$ cat src/rtl/gated_down_counter_pkg.sv
// Shared types and constants for the gated load-and-drain down-counter.
package gated_counter_pkg;

   typedef enum logic [1:0] {IDLE, RUN, DONE} gc_state_t;

   localparam int GC_DEFAULT_WIDTH = 4;

endpackage

$ cat src/rtl/gated_down_counter_if.sv
// Load handshake and status bundle between a producer and gated_down_counter.
interface gated_down_counter_if
   import gated_counter_pkg::*;
#(
   parameter int WIDTH = GC_DEFAULT_WIDTH
);

   logic             load_valid;
   logic             load_ready;
   logic [WIDTH-1:0] load_value;
   logic [WIDTH-1:0] count_out;
   logic             busy;
   logic             done;
   logic             clk_en_out;

   modport master (
      output load_valid,
      output load_value,
      input  load_ready,
      input  count_out,
      input  busy,
      input  done,
      input  clk_en_out
   );

   modport slave (
      input  load_valid,
      input  load_value,
      output load_ready,
      output count_out,
      output busy,
      output done,
      output clk_en_out
   );

endinterface

$ cat src/rtl/gated_down_counter_cg.sv
// Latch-plus-AND clock gate; behavioural stand-in for the library ICG cell.
module clock_gate_cell (
   input  logic clk,
   input  logic rst_n,
   input  logic en,
   output logic gclk,
   output logic en_latched
);

   logic en_q;

   // Transparent while clk is low so the enable is stable across the high phase.
   always_latch begin
      if (!rst_n) begin
         en_q <= 1'b0;
      end else if (!clk) begin
         en_q <= en;
      end
   end

   assign gclk       = clk & en_q;
   assign en_latched = en_q;

endmodule

$ cat src/rtl/gated_down_counter.sv
// Loadable down-counter whose count/stored registers run on a gated clock.
//
//  state | meaning
//  IDLE  | waiting for a load; load_ready high, count regs not clocked
//  RUN   | decrementing count_out once per clock
//  DONE  | count reached zero; done pulses for this single cycle
module gated_down_counter
   import gated_counter_pkg::*;
#(
   parameter int WIDTH       = GC_DEFAULT_WIDTH,
   parameter bit AUTO_RELOAD = 1'b0
) (
   input  logic                 clk,
   input  logic                 rst_n,
   gated_down_counter_if.slave  bus
);

   gc_state_t        state_q, state_d;
   logic [WIDTH-1:0] count_q, count_d;
   logic [WIDTH-1:0] stored_q, stored_d;
   logic             fire;
   logic             reload_ok;
   logic             gate_en;
   logic             gclk;
   logic             en_latched;

   assign fire      = bus.load_valid && (state_q == IDLE);
   assign reload_ok = AUTO_RELOAD && (stored_q != '0);

   always_ff @(posedge clk or negedge rst_n) begin
      if (!rst_n) begin
         state_q <= IDLE;
      end else begin
         state_q <= state_d;
      end
   end

   always_comb begin
      state_d = state_q;
      case (state_q)
         IDLE: begin
            if (fire) begin
               state_d = (bus.load_value != '0) ? RUN : DONE;
            end
         end
         RUN: begin
            if (count_q == WIDTH'(1)) begin
               state_d = DONE;
            end
         end
         DONE: begin
            state_d = reload_ok ? RUN : IDLE;
         end
         default: state_d = IDLE;
      endcase
   end

   always_comb begin
      count_d  = count_q;
      stored_d = stored_q;
      case (state_q)
         IDLE: begin
            if (fire) begin
               count_d  = bus.load_value;
               stored_d = bus.load_value;
            end
         end
         RUN:     count_d = count_q - WIDTH'(1);
         DONE: begin
            if (reload_ok) begin
               count_d = stored_q;
            end
         end
         default: count_d = count_q;
      endcase
   end

   // Count registers only need a clock edge when they actually change.
   assign gate_en = fire || (state_q == RUN) || ((state_q == DONE) && reload_ok);

   clock_gate_cell u_cg (
      .clk        (clk),
      .rst_n      (rst_n),
      .en         (gate_en),
      .gclk       (gclk),
      .en_latched (en_latched)
   );

   always_ff @(posedge gclk or negedge rst_n) begin
      if (!rst_n) begin
         count_q  <= '0;
         stored_q <= '0;
      end else begin
         count_q  <= count_d;
         stored_q <= stored_d;
      end
   end

   always_comb begin
      bus.load_ready = (state_q == IDLE);
      bus.busy       = (state_q == RUN) || (state_q == DONE);
      bus.done       = (state_q == DONE);
      bus.count_out  = count_q;
      bus.clk_en_out = en_latched;
   end

endmodule

$ cat src/flat_wrapper.sv
// flat-port wrapper written by rule: the top's interface ports become plain ports
module gated_down_counter_flat import gated_counter_pkg::*;
#(
   parameter int WIDTH       = GC_DEFAULT_WIDTH,
   parameter bit AUTO_RELOAD = 1'b0
)
  (clk, rst_n, bus_load_valid, bus_load_value, bus_load_ready, bus_count_out, bus_busy, bus_done, bus_clk_en_out);
  gated_down_counter_if #(.WIDTH(WIDTH)) bus_i ();
  input  logic clk;
  input  logic rst_n;
  input wire logic [$bits(bus_i.load_valid)-1:0] bus_load_valid;
  input wire logic [$bits(bus_i.load_value)-1:0] bus_load_value;
  output wire logic [$bits(bus_i.load_ready)-1:0] bus_load_ready;
  output wire logic [$bits(bus_i.count_out)-1:0] bus_count_out;
  output wire logic [$bits(bus_i.busy)-1:0] bus_busy;
  output wire logic [$bits(bus_i.done)-1:0] bus_done;
  output wire logic [$bits(bus_i.clk_en_out)-1:0] bus_clk_en_out;
  assign bus_i.load_valid = bus_load_valid;
  assign bus_i.load_value = bus_load_value;
  assign bus_load_ready = bus_i.load_ready;
  assign bus_count_out = bus_i.count_out;
  assign bus_busy = bus_i.busy;
  assign bus_done = bus_i.done;
  assign bus_clk_en_out = bus_i.clk_en_out;
  gated_down_counter #(.WIDTH(WIDTH), .AUTO_RELOAD(AUTO_RELOAD)) u_core (.clk(clk), .rst_n(rst_n), .bus(bus_i));
endmodule
$ cat config.mk
export PLATFORM = sky130hd
export DESIGN_NAME = gated_down_counter_flat
export DESIGN_NICKNAME = d
export VERILOG_FILES = /design/src/rtl/gated_down_counter_pkg.sv /design/src/rtl/gated_down_counter_if.sv /design/src/rtl/gated_down_counter_cg.sv /design/src/rtl/gated_down_counter.sv /design/src/flat_wrapper.sv
export SDC_FILE = /design/constraint.sdc
export NUM_CORES = 1
export LEC_CHECK = 0
export CAP_MARGIN = 5
export CORE_AREA = 8 8 45 47
export DETAILED_ROUTE_END_ITERATION = 6
export DIE_AREA = 0 0 53 55
export DONT_BUFFER_PORTS = 1
export GPL_ROUTABILITY_DRIVEN = 1
export GPL_TIMING_DRIVEN = 0
export SLEW_MARGIN = 20
export SYNTH_ARGS = -nofsm -noshare
export SYNTH_HDL_FRONTEND = slang
export SYNTH_SLANG_ARGS = --single-unit
export TNS_END_PERCENT = 1
$ cat constraint.sdc
create_clock -name clk -period 1.93 [get_ports clk]
set_clock_uncertainty 0.15 [all_clocks]
set_input_delay 0.386 -clock clk [delete_from_list [all_inputs] [get_ports clk]]
set_output_delay 0.386 -clock clk [all_outputs]
set_load 0.05 [all_outputs]
---- Yosys cells after proc, flatten, opt, wreduce, memory -nomap -nowiden ----
Index checks and enable logic that the tools add are counted.
Widths: inputs -> output; s select.
word-level totals
  input bits .............................. 7
  latch bits .............................. 1
  register bits after elaboration ......... 6
  logic and storage cells ................. 28
  output and inout port bits .............. 8
operators by class
  reduce and logical (&&, ||, !) cells .... 8
  add/sub/neg operators ................... 1
  equal/unequal tests ..................... 5
  multiplexer cells ....................... 10
  bitwise operators ....................... 1
operators with widths
  cell                 number
  $pmux 4 s2           1
  $mux 2               3
  $eq 4x1->1 const B   1
  $mux 1               4
  $mux 4               1
  $ne 2x1->1 const B   2
  $pmux 2 s2           1
  $reduce_and 2->1     2
  $reduce_bool 4->1    1
  $sub 4x1->4 const B  1
  $eq 2x1->1 const B   1
  $eq 2x2->1 const B   1
  $logic_not 2->1      1
  $logic_or 1x1->1     2
  $reduce_bool 2->1    1
  $and 1x1->1          1
  $logic_and 1x1->1    1

---- Logic depth before layout (Yosys ltp) ----
  depth in word-level cells ............... 5
  mapped depth ............................ 6
  mapped depth without buffers ............ 5

---- Cells and area by module ----
A second synthesis with hierarchy kept.
unflattened totals
  cells, all modules ...................... 57
  area total of the unflattened synthesis .. 510.5 um^2
modules (own cells, without submodules)
  module              sequential area each (um^2)  area each (um^2)  instances  cells each
  gated_down_counter  150.1                        479.2             1          53
  clock_gate_cell     0.0                          31.3              1          4

==> run_summary.xml <==
<?xml version="1.0" encoding="UTF-8"?>
<metrics>
  <group name="status">
    <metric name="outcome" unit="">complete, but fails checks</metric>
    <metric name="failed_checks" unit="">hold timing, setup timing</metric>
  </group>
  <group name="sta">
    <metric name="rsz0062_at_grt" unit="">true</metric>
    <metric name="max_slew.worst_pin.slew" unit="ps">569</metric>
    <metric name="setup_viol" unit="">3</metric>
    <metric name="slew_viol_final" unit="">0</metric>
    <metric name="slew_headroom" unit="">0.621</metric>
    <metric name="timing.hold.ws" unit="ps">-1330</metric>
    <metric name="finalHoldViolations" unit="">13</metric>
    <metric name="setup_slack" unit="ps">-910</metric>
  </group>
  <group name="grt">
    <metric name="globalRouteTotalUtil" unit="">0.133</metric>
    <metric name="maximum_number_of_pins_on_one_net_before_global_route_repair" unit="">10</metric>
    <metric name="grtUsageMet2" unit="">0.160</metric>
    <metric name="grt_first_pass_wirelength" unit="mm">2.54</metric>
    <metric name="grt_overflow_total" unit="">0</metric>
    <metric name="first_global_vias" unit="">598</metric>
    <metric name="grt.busiest_layer" unit="">met4</metric>
    <metric name="number_of_antenna_violations_at_the_first_check_in_global_routing" unit="">0</metric>
    <metric name="grt_util_met3" unit="">0.0802</metric>
    <metric name="use_met1" unit="">0.127</metric>
  </group>
  <group name="cells_and_area">
    <metric name="antenna_cells" unit="">0</metric>
    <metric name="final_core_util" unit="">0.533</metric>
    <metric name="nFillCells" unit="">128</metric>
    <metric name="area.growth.synth_to_final" unit="%">50.9</metric>
    <metric name="final-seq-area" unit="um2">170</metric>
    <metric name="final_cell_count_no_fill" unit="">93</metric>
    <metric name="multi_input_comb_area" unit="um2">319</metric>
    <metric name="layout-drive-gt1-share" unit="">0.429</metric>
    <metric name="post-route-cell-area" unit="um2">738</metric>
    <metric name="num-nets-final" unit="">90</metric>
  </group>
  <group name="route">
    <metric name="drtPass1Iterations" unit="">4</metric>
    <metric name="wl_per_cell" unit="um">16.1</metric>
    <metric name="drc" unit="">0</metric>
    <metric name="dr.first_iter.drc_count" unit="">22</metric>
    <metric name="detailroute.via_count" unit="">519</metric>
    <metric name="route.antenna.remaining_nets" unit="">0</metric>
    <metric name="detail_route.wirelength" unit="mm">1.50</metric>
    <metric name="avgViaCountPerCell" unit="">5.58</metric>
  </group>
  <group name="die">
    <metric name="die_height" unit="um">55</metric>
    <metric name="core_area" unit="mm2">0.00138</metric>
    <metric name="die_outline_area" unit="mm2">0.00292</metric>
    <metric name="floorplan.io_pins" unit="">15</metric>
    <metric name="fp.dieW" unit="um">53</metric>
    <metric name="initial_utilization" unit="">0.354</metric>
    <metric name="fp-row-count" unit="">14</metric>
  </group>
  <group name="synthesis">
    <metric name="synth-warning-count" unit="">0</metric>
    <metric name="netlist_top_cells_area" unit="">sky130_fd_sc_hd__dfrtp_1 31%, sky130_fd_sc_hd__ha_1 13%, sky130_fd_sc_hd__nand2_1 4.6%</metric>
    <metric name="per_instance_average_area_after_synthesis" unit="um2">9.23</metric>
    <metric name="synth_edf_count" unit="">0</metric>
    <metric name="mappedNetlistArea" unit="um2">489</metric>
    <metric name="ys_async_sr_fraction" unit="">0.857</metric>
    <metric name="synth.lib_cells_used.distinct" unit="">31</metric>
    <metric name="synthesis.nets" unit="">65</metric>
    <metric name="yosys.area.top_type_share" unit="">0.307</metric>
    <metric name="yosys-top-cells-count" unit="">6 x sky130_fd_sc_hd__dfrtp_1, 6 x sky130_fd_sc_hd__nand2_1, 5 x sky130_fd_sc_hd__ha_1, 5 x sky130_fd_sc_hd__inv_1</metric>
    <metric name="yosys_most_used_dff" unit="">sky130_fd_sc_hd__dfrtp_1</metric>
    <metric name="post_synthesis_register_bit_count" unit="">7</metric>
    <metric name="synthCells" unit="">53</metric>
    <metric name="post-synth-top-area-cell" unit="">sky130_fd_sc_hd__dfrtp_1</metric>
  </group>
  <group name="setup_path">
    <metric name="crit_slowest_cell" unit="">sky130_fd_sc_hd__dlxtp_1</metric>
    <metric name="timing_worst_setup_path_type" unit="">latch -&gt; out</metric>
    <metric name="critPathLaunchType" unit="">latch</metric>
    <metric name="critPathRequiredTime" unit="ps">1390</metric>
    <metric name="setup.worst_path.end_class" unit="">output port</metric>
    <metric name="max_stage_delay" unit="ps">710</metric>
    <metric name="crit_arrival" unit="ps">2300</metric>
    <metric name="worstPathBufferInverterCount" unit="">0</metric>
    <metric name="timing.critical_path.max_delay_family" unit="">latches</metric>
    <metric name="worstPathCellList" unit="">dlxtp_1</metric>
    <metric name="crit_fanout" unit="">2</metric>
  </group>
  <group name="placement">
    <metric name="weighted_congestion_at_the_end_of_routability_driven_global_placement" unit="">0.703</metric>
    <metric name="placed_cells" unit="">69</metric>
    <metric name="placed_cell_area" unit="um2">536</metric>
    <metric name="detailedPlacementHpwl" unit="um">879</metric>
    <metric name="buffer_ports.inserted" unit="">0</metric>
  </group>
  <group name="power">
    <metric name="power.density_cell_area" unit="mW/mm2">1850</metric>
    <metric name="power.net_switching" unit="mW">0.627</metric>
    <metric name="p_leak" unit="nW">0.335</metric>
    <metric name="p_int" unit="mW">0.736</metric>
    <metric name="power.sequential.fraction" unit="">0.176</metric>
    <metric name="ir_drop" unit="mV">0.670</metric>
    <metric name="combPwrFrac" unit="">0.514</metric>
    <metric name="p_clk_frac" unit="">0.311</metric>
    <metric name="netSwitchingFraction" unit="">0.460</metric>
  </group>
  <group name="cts">
    <metric name="clock_latency_reported_for_the_late_side_of_the_worst_skew_pair" unit="ps">640</metric>
    <metric name="cts_tree" unit="">done</metric>
    <metric name="worst_path_clk_slew" unit="ps">30</metric>
  </group>
  <group name="run">
    <metric name="max_cap_viol_count" unit="">0</metric>
  </group>
  <group name="hold_path">
    <metric name="min_path_type" unit="">in -&gt; gate</metric>
  </group>
</metrics>
## final timing paths
kind                                        start  cells after the start  slack [ps]                 endpoint
min                                         rst_n                      0       -1330               clock gate
max in group asynchronous                   rst_n                      0        2180        u_core.state_q[1]
max in group gated         u_core.u_cg.en_latched                      1        -280               clock gate
min in group asynchronous                   rst_n                      0        -710  u_core.bus.count_out[3]
max                        u_core.u_cg.en_latched                      1        -910           bus_clk_en_out
min reg2reg                     u_core.state_q[0]                      2         440        u_core.state_q[0]
max reg2reg                     u_core.state_q[1]                      5           0   u_core.u_cg.en_latched
min in group clk                   bus_load_valid                      2        -220   u_core.u_cg.en_latched
## cells by family after synthesis
group / share of synthesized area
flip-flops: 0.307
AND/OR/NAND/NOR: 0.228
buffers and inverters: 0.0588
multiplexers: 0.0205
latches: 0.0307
AO/OA/AOI/OAI: 0.228
adder cells (fa/ha/maj): 0.128
## cells in the final DEF (no fill, tap or decap), drive strengths merged
cell type | synthesis | final
nand2b | 1 | 1
and4b | 1 | 1
o21ai | 1 | 1
a31oi | 1 | 1
dlygate4sd3 | 0 | 6
nor3b | 2 | 2
nand2 | 6 | 6
mux2i | 1 | 1
o22ai | 2 | 2
and2b | 1 | 1
o221ai | 1 | 1
buf | 2 | 4
nand4b | 1 | 1
or3b | 1 | 1
nor3 | 1 | 1
nor2 | 1 | 1
a211oi | 1 | 1
inv | 5 | 5
a22oi | 1 | 1
ha | 5 | 5
a21boi | 3 | 3
clkbuf | 0 | 16
or2 | 1 | 1
a21oi | 2 | 2
o211ai | 2 | 2
dfrtp | 6 | 6
and2 | 1 | 1
dlxtp | 1 | 1
o22a | 1 | 1
or4 | 1 | 1
## through the flow
step / worst slack (ps) / power [mW] / setup TNS [ps]
floorplan: -256 / 0.804 / -256
global placement: -355 / 0.879 / -355
detailed placement: -375 / 0.886 / -375
CTS: -927 / 1.35 / -1350
global route: -1010 / 1.47 / -1580
finish: -910 / 1.36 / -1290
## state kept, by name, indices dropped and copies added (netlist names)
register and count:
u_core.state_q 2, u_core.bus.count_out 4, u_core.u_cg.en_latched 1
## metal layers
metal	wire length (um)	part of all wire
met1	616	0.41
met2	700	0.47
met3	133	0.089
met4	44	0.029
met5	0	0
## power groups by stage
stage          Combinational, mW  Sequential (mW)  Clock, mW
2_1_floorplan              0.570            0.223     0.0118
3_3_place_gp               0.633            0.234     0.0118
3_5_place_dp               0.640            0.235     0.0118
4_1_cts                    0.681            0.238      0.430
5_1_grt                    0.762            0.246      0.467
6_report                   0.700            0.239      0.424
## cell type report
class | instances | share of cell area
buffer | 2 | 0.0254
clock buffer | 16 | 0.158
inverter | 5 | 0.0254
multi-input combinational | 39 | 0.432
sequential | 7 | 0.231
tap | 16 | 0.0271
timing repair buffer | 8 | 0.102
## what timing repair did
| item | 4_1_cts | 5_1_grt |
|---|---|---|
| endpoints found under the setup margin | 5 | 7 |
| setup buffers | 1 | 1 |
| hold buffers | 4 | 2 |
| hold endpoints to repair | 13 | 14 |
| pin swaps | 1 | 1 |
| resized for setup | 3 | 4 |
Power figures use the tool's default switching activity.
